==> config.mk <==
export PLATFORM = sky130hd
export DESIGN_NAME = vending_key_controller
export DESIGN_NICKNAME = d
export VERILOG_FILES = /design/src/rtl/vending_pkg.sv /design/src/rtl/vending_key_controller_hold_timer.sv /design/src/rtl/vending_key_controller.sv
export SDC_FILE = /design/constraint.sdc
export NUM_CORES = 1
export LEC_CHECK = 0
export ABC_AREA = 1
export CORE_MARGIN = 5
export CORE_UTILIZATION = 36
export CTS_CLUSTER_DIAMETER = 100
export DETAILED_ROUTE_END_ITERATION = 12
export GPL_ROUTABILITY_DRIVEN = 0
export PLACE_DENSITY = 0.52
export SLEW_MARGIN = 5
export SYNTH_ARGS = -nofsm -noshare
export SYNTH_HDL_FRONTEND = slang
export SYNTH_SLANG_ARGS = --single-unit
==> constraint.sdc <==
create_clock -name clk -period 2.6 [get_ports clk]
set_input_delay 0.39 -clock clk [delete_from_list [all_inputs] [get_ports clk]]
set_output_delay 0.39 -clock clk [all_outputs]
set_load 0.005 [all_outputs]
==> src/rtl/vending_pkg.sv <==
// vending_pkg: key codes, coin values and state encoding shared across the vending machine
package vending_pkg;
   localparam logic [7:0] KEY_NICKEL  = 8'h6E;
   localparam logic [7:0] KEY_DIME    = 8'h64;
   localparam logic [7:0] KEY_QUARTER = 8'h71;
   localparam logic [7:0] KEY_ITEM1   = 8'h31;
   localparam logic [7:0] KEY_ITEM2   = 8'h32;
   localparam logic [7:0] KEY_ITEM3   = 8'h33;
   localparam logic [7:0] KEY_ITEM4   = 8'h34;
   localparam logic [7:0] KEY_CANCEL  = 8'h63;
   localparam logic [7:0] VAL_NICKEL  = 8'd5;
   localparam logic [7:0] VAL_DIME    = 8'd10;
   localparam logic [7:0] VAL_QUARTER = 8'd25;
   typedef enum logic [1:0] {ST_IDLE, ST_VEND, ST_REFUND} state_e;
   function automatic logic [7:0] coin_value(input logic [7:0] key);
      return key == KEY_NICKEL  ? VAL_NICKEL  :
             key == KEY_DIME    ? VAL_DIME    :
             key == KEY_QUARTER ? VAL_QUARTER : 8'd0;
   endfunction
endpackage

==> src/rtl/vending_key_controller_hold_timer.sv <==
// hold_timer: counts HOLD_CYCLES cycles from a start strobe and flags the last one
module hold_timer #(
   parameter int HOLD_CYCLES = 100_000_000
) (
   input  logic clk,
   input  logic reset,
   input  logic start,
   output logic done
);
   localparam int CW = HOLD_CYCLES > 1 ? $clog2(HOLD_CYCLES) : 1;
   localparam logic [CW-1:0] LAST = CW'(HOLD_CYCLES - 1);
   logic running_q, running_d;
   logic [CW-1:0] count_q, count_d;
   assign done = running_q && count_q == LAST;
   // a fresh start restarts the count; the counter rests at zero when idle
   always_comb begin
      running_d = start | (running_q & ~done);
      count_d   = (start | done | ~running_q) ? '0 : count_q + 1'b1;
   end
   // timer state, cleared asynchronously
   always_ff @(posedge clk or posedge reset) begin
      if (reset) begin
         running_q <= 1'b0;
         count_q   <= '0;
      end else begin
         running_q <= running_d;
         count_q   <= count_d;
      end
   end
endmodule

==> src/rtl/vending_key_controller.sv <==
// vending_key_controller: turns received ASCII keys into credit, vend and refund actions
module vending_key_controller
   import vending_pkg::*;
#(
   parameter int CLK_FREQ     = 100_000_000,
   parameter int HOLD_SECONDS = 1,
   parameter int HOLD_CYCLES  = CLK_FREQ * HOLD_SECONDS,
   parameter int PRICE_1      = 50,
   parameter int PRICE_2      = 75,
   parameter int PRICE_3      = 100,
   parameter int PRICE_4      = 125,
   parameter int MAX_CREDIT   = 250
) (
   input  logic       clk,
   input  logic       reset,
   input  logic [7:0] rx_data,
   input  logic       rx_valid,
   output logic [7:0] credit,
   output logic       vend_led,
   output logic [1:0] vend_item,
   output logic       refund_led,
   output logic [7:0] change,
   output logic       busy,
   output logic       coin_reject,
   output logic       err_insufficient
);
   state_e state_q, state_d;
   logic [7:0] credit_q, credit_d, change_q, change_d;
   logic [1:0] vend_item_q, vend_item_d;
   logic vend_led_q, vend_led_d, refund_led_q, refund_led_d, busy_q, busy_d;
   logic coin_reject_q, coin_reject_d, err_q, err_d;
   logic [7:0] coin_val, price;
   logic [8:0] sum;
   logic [1:0] item;
   logic accept, is_coin, is_item, is_cancel, can_vend, start, done;
   assign accept    = rx_valid && state_q == ST_IDLE;
   assign coin_val  = coin_value(rx_data);
   assign is_coin   = coin_val != 8'd0;
   assign is_item   = rx_data >= KEY_ITEM1 && rx_data <= KEY_ITEM4;
   assign is_cancel = rx_data == KEY_CANCEL;
   assign item      = rx_data[1:0] - 2'd1;
   assign price     = item == 2'd0 ? 8'(PRICE_1) : item == 2'd1 ? 8'(PRICE_2) :
                      item == 2'd2 ? 8'(PRICE_3) : 8'(PRICE_4);
   assign sum       = {1'b0, credit_q} + {1'b0, coin_val};
   assign can_vend  = credit_q >= price;
   assign start     = state_q == ST_IDLE && state_d != ST_IDLE;
   hold_timer #(.HOLD_CYCLES(HOLD_CYCLES)) u_hold (
      .clk   (clk),
      .reset (reset),
      .start (start),
      .done  (done)
   );
   // state and registered outputs, aborted asynchronously by reset
   always_ff @(posedge clk or posedge reset) begin
      if (reset) begin
         state_q       <= ST_IDLE;
         credit_q      <= '0;
         change_q      <= '0;
         vend_item_q   <= '0;
         vend_led_q    <= 1'b0;
         refund_led_q  <= 1'b0;
         busy_q        <= 1'b0;
         coin_reject_q <= 1'b0;
         err_q         <= 1'b0;
      end else begin
         state_q       <= state_d;
         credit_q      <= credit_d;
         change_q      <= change_d;
         vend_item_q   <= vend_item_d;
         vend_led_q    <= vend_led_d;
         refund_led_q  <= refund_led_d;
         busy_q        <= busy_d;
         coin_reject_q <= coin_reject_d;
         err_q         <= err_d;
      end
   end
   // leave IDLE on an affordable select or a cancel with credit; return when the hold expires
   always_comb begin
      state_d = state_q;
      if (accept && is_item && can_vend) state_d = ST_VEND;
      else if (accept && is_cancel && credit_q != 8'd0) state_d = ST_REFUND;
      else if (state_q != ST_IDLE && done) state_d = ST_IDLE;
   end
   // credit bookkeeping and indications; bytes arriving while busy never reach here
   always_comb begin
      credit_d      = credit_q;
      change_d      = change_q;
      vend_item_d   = vend_item_q;
      vend_led_d    = vend_led_q;
      refund_led_d  = refund_led_q;
      coin_reject_d = 1'b0;
      err_d         = 1'b0;
      busy_d        = state_d != ST_IDLE;
      if (accept && is_coin) begin
         credit_d      = sum <= 9'(MAX_CREDIT) ? sum[7:0] : credit_q;
         coin_reject_d = sum > 9'(MAX_CREDIT);
      end else if (accept && is_item) begin
         err_d = ~can_vend;
         if (can_vend) begin
            change_d    = credit_q - price;
            credit_d    = '0;
            vend_item_d = item;
            vend_led_d  = 1'b1;
         end
      end else if (accept && is_cancel && credit_q != 8'd0) begin
         change_d     = credit_q;
         credit_d     = '0;
         refund_led_d = 1'b1;
      end else if (state_q != ST_IDLE && done) begin
         change_d     = '0;
         vend_item_d  = '0;
         vend_led_d   = 1'b0;
         refund_led_d = 1'b0;
      end
   end
   assign credit           = credit_q;
   assign change           = change_q;
   assign vend_item        = vend_item_q;
   assign vend_led         = vend_led_q;
   assign refund_led       = refund_led_q;
   assign busy             = busy_q;
   assign coin_reject      = coin_reject_q;
   assign err_insufficient = err_q;
endmodule
==> qor.yml <==
synthesis:
  synth.cell_area_um2: 3750
  yosysTopAreaCell: "dfrtp_1"
  yosysSeqAreaShare_pct: 35.3
  yosys.cell_count.top_type: "nand2_1"
  synth.net_count: 542
  yosysUniqueCellTypes: 37
  synth_flop_cell: "dfrtp_1"
  netlist.area_leader.share_pct: 35.3
  yosysWarningCount: 0
  syn_avg_cell_area_um2: 7.36
  syn_inst: 510
  ys_top_cells_by_area: "dfrtp_1, nand2_1, inv_1, ha_1, nor2_1"
  synth-async-reset-ratio_pct: 100
  count_of_flip_flops_with_a_built_in_enable_after_synthesis: 0
  synth_seq_cells: 53
  synthTopCellsByCount: "nand2_1, inv_1, nor2_1, dfrtp_1, nand3_1"
worst_setup_path:
  timing.critical_path.mode_cell: "nand2_1"
  reg2reg_slack_ns: 0.24
  rr_worst_depth: 16
  cp-start-kind: "input pin"
  crit_path_cell_trace: "clkbuf_2 -> inv_2 -> ha_1 -> nand2_1 -> nor2_2 -> nand3_1 -> nand2_1 -> ha_2 -> inv_2 -> fa_2 -> xor2_2 -> nand2_1 -> nand3_1 -> nor2_1 -> nand2_1 -> nor2_2 -> nand2_2 -> buf_6 -> nand4_1 -> nand2_1"
  slowest_delay_ns: 0.39
  timing.critical_path.required_ns: 2.82
  crit_start: "rx_data[0]"
  cp-end-kind: "register"
  worst_r2r_endpoint: "u_hold.count_q[7]"
  regToRegStartpoint: "credit[0]"
  critPathMaxFanout: 5
  critical_path_arrival_ns: 2.63
  critical_path_class: "in -> reg"
  critPathSlowestCell: "fa_2"
floorplan:
  die_width_um: 112
  core_um2: 10200
  floorplan.die_area_um2: 12600
  initial_utilization_pct: 36.7
  io_pins: 34
  number_of_core_rows: 37
  die_height_um: 112
timing:
  fmax_mhz: 414
  hold_violations: 0
  setup_violations: 0
  slew_headroom_pct: 48.5
  minimum_period_implied_by_the_final_worst_setup_slack_ns: 2.41
  tightest_pin_transition_ns: 0.762
  drv_slew: 0
  fin_hold_ws_ns: 0.425
  layout_setup_ws_ns: 0.186
  tns_ns: 0
  worst_clock_skew_ns: 0.0105
  fin_crit_sh_pct: 92.8
clock_tree:
  h_tree_depth_reported_by_cts: 2
  worst_skew_pair.late_latency_ns: 0.32
  clk_pin_slew_ns: 0.10
  tritoncts.num_buffers: 5
  clock_sinks: 53
  cts_hold_repair.buffers: 0
  cts-root-to-sink-buffers: 2
  tritoncts: "built"
  clock_root_buffer: "clkbuf_8"
power:
  finalPower_mw: 1.76
  ir_drop_mv: 0.212
  powerDensity_nw_per_um2: 354
  p_leak_nw: 2.55
global_route:
  grt_start_max_net_pins: 27
  grt.total_usage_pct: 16.3
  grt_pass1_wl_mm: 17.0
  grt_pass1_vias: 3606
  globalRouteOverflowTotal: 0
  antenna_found_initial: 0
finish:
  finish.net_count: 648
  antenna_cells: 0
  layout-area-overhead-vs-synth_pct: 32.6
  drive_gt1_share_pct: 24.6
  finalNonFillerCells: 753
drt:
  routed_wl_mm: 9.78
  route.detailed.drc: 0
  wl_per_cell_um: 13.0
  drt-pass1-iter-count: 4
  initialDrtViolationCount: 236
  vias: 3541
  ant_nets: 0
  vias_per_std_cell: 4.70
placed_design:
  number_of_port_buffers: 33
  pre_cts_slack_ns: -0.627
  hpwl_mm: 7.85
  place.detailed.instances: 739
min_path:
  type_of_the_most_critical_hold_path: "in -> async"
outcome:
  run_status: "completed"
run:
  maxCapViolCount: 0
[worst max-delay path by stage]
stage | slack [ns] | end | cells past startpoint
after floorplan | 0.03 | credit[7] | 21
after global placement | -0.58 | credit[7] | 18
after detailed placement | -0.63 | credit[7] | 18
after CTS | 0.01 | credit[3] | 19
after global routing | -0.02 | credit[7] | 20
final | 0.19 | credit[6] | 20
[flip-flops by register name, summed over array words and instances (netlist names)]
register	count
busy	1
change	8
coin_reject	1
credit	8
err_insufficient	1
refund_led	1
state_q	2
u_hold.count_q	27
u_hold.running_q	1
vend_item	2
vend_led	1
[per-stage QoR]
stage,area [um^2],util [%]
6_report,4980,48.6
5_1_grt,4980,48.6
4_1_cts,4870,47.6
3_5_place_dp,4730,46.2
3_3_place_gp,4730,46.2
2_1_floorplan,3750,-
[critical path, delay by kind of cell]
family / cells / cell delay (ns)
xor gates and xnor gates: 1 / 0.20
buffers and inverters: 4 / 0.36
adders and majority gates: 3 / 0.72
and+or+nand+nor: 12 / 0.95
[metal layers]
layer	track usage (%)	vias to the layer above	part of all wire [%]
li1	-	1836	-
met1	20.9	1641	46
met2	28.6	48	50
met3	2.10	16	1.9
met4	5.13	0	2.1
met5	0	-	0
[power breakdown]
group	total (mW)	switching [mW]	internal, mW	leakage [nW]
Clock	0.493	0.298	0.195	0.0447
Combinational	0.327	0.166	0.161	1.79
Sequential	0.944	0.0625	0.881	0.711
Total	1.76	0.527	1.24	2.55
[logic make-up (layout without fill, tap and decap cells)]
logic type / count (synthesis) / after routing / share of synthesized area [%]
compound gates: 33 / 33 / 4.97
buf+inv: 76 / 183 / 8.16
flops: 53 / 53 / 35.3
xor+xnor: 28 / 28 / 6.53
fa+ha+maj: 21 / 21 / 7.40
simple gates: 299 / 299 / 37.6
[layout by cell type, fill, tap and decap left out, drive strengths merged, types with 19 or more instances in the layout]
| master | n |
|---|---|
| ha | 19 |
| xor2 | 20 |
| clkdlybuf4s50 | 25 |
| nand4 | 22 |
| inv | 70 |
| nand2 | 138 |
| nand3 | 37 |
| nor2 | 82 |
| dfrtp | 53 |
| buf | 71 |
[repair_timing]
action	4_1_cts	5_1_grt
pin swaps	2	11
endpoints found under the setup margin	44	43
cloned	0	1
buffers inserted	1	4
endpoints found under the hold margin	0	0
resized for setup	13	32
[cell type report]
cell class / count / area [um^2]
fill: 1036 / 5250
multi-input combinational: 381 / 2220
sequential: 53 / 1330
timing repair buffer: 104 / 901
inverter: 71 / 267
tap: 136 / 170
clock buffer: 5 / 68.8
clock inverter: 3 / 25.0
No activity file was read; power rests on OpenSTA's default activity.
